===== src/rtl/serial_slice_adder_ctrl.sv =====
// Serial add/subtract sequencer: one 2-bit slice per clock through a single twoBitAdder,
// LSB slice first, with valid/ready handshakes on the operand and result sides.

module twoBitAdder (
  input  logic [1:0] i_a,
  input  logic [1:0] i_b,
  input  logic       i_cin,
  output logic [1:0] o_sum,
  output logic       o_cout
);
  assign {o_cout, o_sum} = {1'b0, i_a} + {1'b0, i_b} + {2'b00, i_cin};
endmodule

module serial_slice_adder_ctrl #(
  parameter int WIDTH = 16
) (
  input  logic             clk,
  input  logic             rst,
  input  logic             in_valid,
  output logic             in_ready,
  input  logic [WIDTH-1:0] a,
  input  logic [WIDTH-1:0] b,
  input  logic             cin,
  input  logic             sub,
  output logic             out_valid,
  input  logic             out_ready,
  output logic [WIDTH-1:0] s,
  output logic             cout,
  output logic             ovf
);

  localparam int CNTW = (WIDTH > 2) ? $clog2(WIDTH / 2) : 1;
  localparam logic [CNTW-1:0] LAST = CNTW'(WIDTH / 2 - 1);

  if ((WIDTH % 2) != 0 || WIDTH < 2) begin : g_bad_width
    $error("serial_slice_adder_ctrl: WIDTH must be even and at least 2");
  end

  typedef enum logic [1:0] {
    IDLE = 2'd0,
    RUN  = 2'd1,
    DONE = 2'd2
  } state_t;

  state_t r_state;
  state_t w_state_nxt;
  logic   w_accept;
  logic   w_last;

  logic [WIDTH-1:0] r_op_a;
  logic [WIDTH-1:0] r_op_b;
  logic [WIDTH-1:0] r_s;
  logic [CNTW-1:0]  r_cnt;
  logic             r_carry;
  logic             r_cout;
  logic             r_ovf;

  logic [1:0] w_sum;
  logic       w_slice_cout;

  // Operands shift right each slice, so the active slice is always in bits [1:0]
  // and the original MSBs sit in bit 1 on the final slice.
  twoBitAdder u_slice (
    .i_a    (r_op_a[1:0]),
    .i_b    (r_op_b[1:0]),
    .i_cin  (r_carry),
    .o_sum  (w_sum),
    .o_cout (w_slice_cout)
  );

  assign w_last = (r_state == RUN) && (r_cnt == LAST);

  always_ff @(posedge clk or posedge rst) begin
    if (rst) r_state <= IDLE;
    else     r_state <= w_state_nxt;
  end

  always_comb begin
    w_state_nxt = r_state;
    w_accept    = 1'b0;
    in_ready    = 1'b0;
    out_valid   = 1'b0;
    case (r_state)
      IDLE: begin
        in_ready = 1'b1;
        if (in_valid) begin
          w_accept    = 1'b1;
          w_state_nxt = RUN;
        end
      end
      RUN:  if (r_cnt == LAST) w_state_nxt = DONE;
      DONE: begin
        out_valid = 1'b1;
        if (out_ready) w_state_nxt = IDLE;
      end
      default: w_state_nxt = IDLE;
    endcase
  end

  always_ff @(posedge clk or posedge rst) begin
    if (rst) begin
      r_op_a  <= '0;
      r_op_b  <= '0;
      r_s     <= '0;
      r_cnt   <= '0;
      r_carry <= 1'b0;
      r_cout  <= 1'b0;
      r_ovf   <= 1'b0;
    end else if (w_accept) begin
      r_op_a  <= a;
      r_op_b  <= sub ? ~b : b;
      r_carry <= sub ? 1'b1 : cin;
      r_cnt   <= '0;
      r_s     <= '0;
    end else if (r_state == RUN) begin
      r_op_a  <= WIDTH'({2'b00, r_op_a} >> 2);
      r_op_b  <= WIDTH'({2'b00, r_op_b} >> 2);
      // Each new slice enters at the top; after WIDTH/2 slices slice 0 lands in [1:0].
      r_s     <= WIDTH'({w_sum, r_s} >> 2);
      r_carry <= w_slice_cout;
      if (w_last) begin
        r_cout <= w_slice_cout;
        r_ovf  <= (r_op_a[1] == r_op_b[1]) && (w_sum[1] != r_op_a[1]);
      end else begin
        r_cnt <= r_cnt + 1'b1;
      end
    end
  end

  assign s    = r_s;
  assign cout = r_cout;
  assign ovf  = r_ovf;

endmodule


===== config.mk =====
export PLATFORM = sky130hd
export DESIGN_NAME = serial_slice_adder_ctrl
export DESIGN_NICKNAME = d
export VERILOG_FILES = /design/src/rtl/serial_slice_adder_ctrl.sv
export SDC_FILE = /design/constraint.sdc
export NUM_CORES = 1
export LEC_CHECK = 0
export CORE_MARGIN = 2
export CORE_UTILIZATION = 46
export DETAILED_ROUTE_END_ITERATION = 16
export PLACE_DENSITY = 0.79
export SKIP_LAST_GASP = 1
export SLEW_MARGIN = 20
export SYNTH_ARGS = -nofsm -noshare
export SYNTH_HDL_FRONTEND = slang
export SYNTH_HIERARCHICAL = 1
export SYNTH_SLANG_ARGS = --single-unit

===== constraint.sdc =====
create_clock -name clk -period 5.95 [get_ports clk]
set_input_delay 0.8925 -clock clk [delete_from_list [all_inputs] [get_ports clk]]
set_output_delay 0.8925 -clock clk [all_outputs]
set_load 0.05 [all_outputs]

== Word-level counts from Yosys, hierarchy flattened ==
Index checks and enable logic that the tools add are counted.

* Bits in registers: 56
* Output and inout port bits: 20

* Bitwise gates (word level): 2
* Muxes and demuxes: 21
* Eq/ne operators: 9
* Reductions and logical operators: 7
* Add/subtract/negate cells: 3

{| class="wikitable"
|+ Operators by type and width
! kind !! count
|-
| 2-to-1 mux 16 bit || 7
|-
| NOT 16 bit || 1
|-
| 2-to-1 mux 3 bit || 3
|-
| 2-to-1 mux 1 bit || 7
|-
| 2-to-1 mux 2 bit || 3
|-
| != test 2 bit (second input constant) || 3
|-
| case mux 2 bit (3 select lines) || 1
|-
| AND reduction 3 bit || 2
|-
| adder 2 x 2 -> 3 bit || 1
|-
| adder 3 x 1 -> 3 bit || 1
|-
| adder 3 x 1 -> 3 bit (second input constant) || 1
|-
| equality test 3 bit (second input constant) || 1
|-
| equality test 2 x 1 -> 1 bit (second input constant) || 1
|-
| equality test 2 bit (second input constant) || 1
|-
| logical AND 1 bit || 2
|-
| logical NOT 2 bit || 1
|-
| != test 2 x 1 -> 1 bit (second input constant) || 1
|-
| AND reduction 2 bit || 1
|-
| nonzero test 2 bit || 1
|-
| equality test 1 bit || 1
|-
| != test 1 bit || 1
|-
| NOT 1 bit || 1
|}

== Logic depth before layout (Yosys ltp) ==
* Depth after elaboration: 5
* Mapped depth: 7
* Gate-level depth less buffers: 7

== Modules after synthesis ==
Netlist, hierarchy kept.

{| class="wikitable"
|+ Modules (own cells, without submodules)
! module !! times used !! area each (µm²) !! cells an instance
|-
| serial_slice_adder_ctrl || 1 || 2701.3 || 281
|-
| twoBitAdder || 1 || 70.1 || 10
|}

== Worst setup path before layout ==
OpenSTA, ideal clock, no wires.

* Kind: flip-flop to output port
* Start: register r_state[0]
* End: output in_ready
* Cell stages (with the launch flop): 5
* Data arrival time: 1.479 ns
* Slack: 3.579 ns
* Path buffers: 3
* Cells stage by stage: dfrtp_1 > buf_2 > buf_2 > buf_2 > nor2_1

* Cells in the longest elaborated chain, start to end: 2

{| class="wikitable"
|+ Ends and longest elaborated chain
! element !! RTL line !! RTL
|-
| start: declaration || 45 || <nowiki>state_t r_state;</nowiki>
|-
| start signal: assignment || 75 || <nowiki>else r_state <= w_state_nxt;</nowiki>
|-
| logical NOT 2 bit || 83 || <nowiki>case (r_state)</nowiki>
|-
| 2-to-1 mux 1 bit || 83 ||
|-
| end: declaration || 20 || <nowiki>output logic in_ready,</nowiki>
|}

Every way passes these cells.

== Final worst setup path ==
* Start: register r_state[1]
* End: output out_valid

* Cells in the longest elaborated chain, start to end: 2

{| class="wikitable"
|+ Ends and longest elaborated chain
! element !! RTL line !! RTL
|-
| equality test 2 bit || 83 ||
|-
| 2-to-1 mux 1 bit || 83 ||
|-
| end: declaration || 25 || <nowiki>output logic out_valid,</nowiki>
|}

Every way passes these cells.

==> flow_summary.json <==
{
  "diodes": 0,
  "period_needed_ns": 3.06,
  "design.core.area_um2": 5890,
  "wl_met2_mm": 2.49,
  "synth_top_area_share_pct": 50.6,
  "tns_ns": 0,
  "vias_per_cell": 5.10,
  "die_w_um": 81.6,
  "crit_type": "reg2out",
  "setup_viol": 0,
  "overflow": 0,
  "finClkSkew_ns": 0.00474,
  "port_buffers": 57,
  "critPathLaunchType": "flip-flop",
  "synth_area_um2": 2770,
  "clock_path_buffers": 2,
  "grt_usage_pct": 16.8,
  "final_cells": 415,
  "num-fill-cells": 529,
  "wl_met1_mm": 2.45,
  "drc": 0,
  "synth_top_cells_by_area": "dfrtp_1, nand2_1, o21ai_0, xor2_1, mux2i_1",
  "antenna_found_initial": 0,
  "post-route-period-util_pct": 51.4,
  "dr.max_layer_used": "met4",
  "dp.cells": 407,
  "yosys.area.top_type": "dfrtp_1",
  "critPathMaxStageDelay_ns": 0.85,
  "numCtsBuffers": 5,
  "cts-root-buf": "clkbuf_8",
  "synthToLayoutAreaGrowth_pct": 24.5,
  "cts_sinks": 56,
  "drt_iter0_markers": 119,
  "hold_viol_final": 0,
  "vdd_drop_max_mv": 0.255,
  "core.rowCount": 28,
  "cp_top_family": "buffers and inverters",
  "fin_nets": 381,
  "ctsHoldBuffers": 0,
  "postSynthCellCount": 291,
  "rsz0062_at_grt": "no",
  "crit_chain": "nand2b_1 > inv_1 > clkdlybuf4s50_1",
  "cts_tree": "built",
  "maxSlewHeadroom_pct": 43.6,
  "power_switching_mw": 0.728,
  "status": "finished clean",
  "routedWlPerCell_um": 12.6,
  "leakage_nw": 1.55,
  "sw_frac_of_total_pct": 43.2,
  "cts_resized": 0,
  "routed_wl_mm": 5.23,
  "synth.avg_cell_area_um2": 9.52,
  "cp_max_fo": 24,
  "grt_pass1_wl_mm": 8.68,
  "first_pass_iters": 4,
  "ios": 58,
  "critPathRequiredTime_ns": 5.06,
  "setup_ws_ns": 2.89,
  "vias": 2116,
  "place_hpwl_mm": 3.56,
  "critPathBufInv": 2,
  "ys_types": 27,
  "powerDensity_nw_per_um2": 489,
  "dieArea_um2": 6660,
  "htree_levels": 2,
  "max_freq_mhz": 327,
  "path_clk_slew_ns": 0.09,
  "clock_latency_ns": 0.30,
  "synth_fp_nets": 333,
  "ys_seq_elements": 56,
  "slew_violations": 0,
  "maxCapViolations": 0,
  "globalplace.congestion": 0.729,
  "preCtsSetupSlack_ns": 2.82,
  "arrival_ns": 2.16,
  "grt_max_degree": 57,
  "cp_slowest_cell": "dfrtp_1",
  "internal_power_mw": 0.958,
  "ys_warn_count": 6,
  "start_util_pct": 47.1,
  "drive_gt1_share_pct": 5.00,
  "met3WireLength_um": 198,
  "cts_setup_buffers": 0,
  "combPwrFrac_pct": 49.4,
  "cp-end-kind": "output pin",
  "worst_pin_slew_ns": 0.844,
  "grt_pass1_vias": 1959,
  "antenna_left": 0,
  "hold_class": "reg2reg",
  "p_clk_share_pct": 12.3,
  "die-height_um": 81.6,
  "ys_seq_area_share_pct": 50.6,
  "power_frac_seq_pct": 38.3
}
power groups by stage:
stage	combinational, mW	sequential [mW]	clock [mW]
floorplan	0.490	0.785	0
global placement	0.810	0.646	0
detailed placement	0.837	0.652	0
CTS	0.841	0.645	0.215
global route	0.930	0.664	0.229
finish	0.833	0.646	0.207
metal layers:
layer  vias to the layer above  global-route usage [%]
met5                         -                       0
met4                         0                    6.50
met3                         8                    2.97
met2                        45                    27.4
met1                      1004                    22.5
li1                       1059                       -
sequential cells by signal, summed over array words and instances, names as in the netlist:
signal   count
r_op_b      16
ovf          1
r_carry      1
s           16
r_state      2
cout         1
r_op_a      16
r_cnt        3
worst register-to-register path: cells and delay by family (launching register included):
family                 cells  cell delay [ns]
and+or+nand+nor            1             0.76
DFF                        1             0.67
buffers and inverters      1             0.41
AOI/OAI and AO/OA          1             0.15
kinds of logic (layout without fill, tap and decap cells):
family	Yosys count	in the layout	share of synthesized area [%]
adders and majority gates	4	4	2.35
AOI/OAI and AO/OA	73	73	14.2
muxes	16	16	5.91
buffers and inverters	32	81	5.55
xor gates and xnor gates	16	16	5.06
and+or+nand+nor	94	94	16.4
DFF	56	56	50.6
Yosys cell counts, drive strengths merged:
cell type	count
a21oi	14
a22o	2
a22oi	5
a2bb2oi	1
and3b	11
buf	13
clkbuf	8
dfrtp	56
fa	2
ha	2
inv	11
mux2	3
mux2i	13
nand2	68
nand2b	4
nor2	4
nor2b	5
nor3b	2
o21ai	49
o21bai	1
o22ai	1
xor2	16
cells in the final DEF (no fill, tap or decap), drive strengths merged:
cell type      instances
a21oi                 14
a22o                   2
a22oi                  5
a2bb2oi                1
and3b                 11
buf                    5
clkbuf                 8
clkdlybuf4s50         57
dfrtp                 56
fa                     2
ha                     2
inv                   11
mux2                   3
mux2i                 13
nand2                 68
nand2b                 4
nor2                   4
nor2b                  5
nor3b                  2
o21ai                 49
o21bai                 1
o22ai                  1
xor2                  16
worst paths after layout:
check | slack, ns | start | end | cells after the start
setup / recovery | 2.89 | r_state[1]$_DFFE_PP0P_ | out_valid | 3
hold / removal | 0.49 | r_op_a[8]$_DFFE_PP0P_ | r_op_a[8]$_DFFE_PP0P_ | 2
setup reg to reg | 3.82 | r_state[1]$_DFFE_PP0P_ | s[10]$_DFFE_PP0P_ | 3
hold reg to reg | 0.49 | r_op_a[8]$_DFFE_PP0P_ | r_op_a[8]$_DFFE_PP0P_ | 2
max in group asynchronous | 4.40 | rst | r_op_b[0]$_DFFE_PP0P_ | 3
min in group asynchronous | 1.09 | rst | r_op_a[7]$_DFFE_PP0P_ | 3
metrics by stage:
stage | instance area [um2] | utilization [%] | hold slack, ns | total power [mW]
after floorplan | 2770 | - | 0.450 | 1.27
after global placement | 3360 | 57.1 | 0.463 | 1.46
after detailed placement | 3360 | 57.1 | 0.471 | 1.49
after CTS | 3450 | 58.6 | 0.493 | 1.70
after global routing | 3450 | 58.6 | 0.507 | 1.82
final | 3450 | 58.6 | 0.491 | 1.69
final cells by class:
class                           count  area (um2)  area share, %
Inverter                           11        41.3           1.20
Clock buffer                        8        90.1           2.61
Timing Repair Buffer               62         608           17.6
Multi-Input combinational cell    203        1220           35.2
Sequential cell                    56        1400           40.6
Tap cell                           75        93.8           2.72
(Power assumes the default switching activity.)
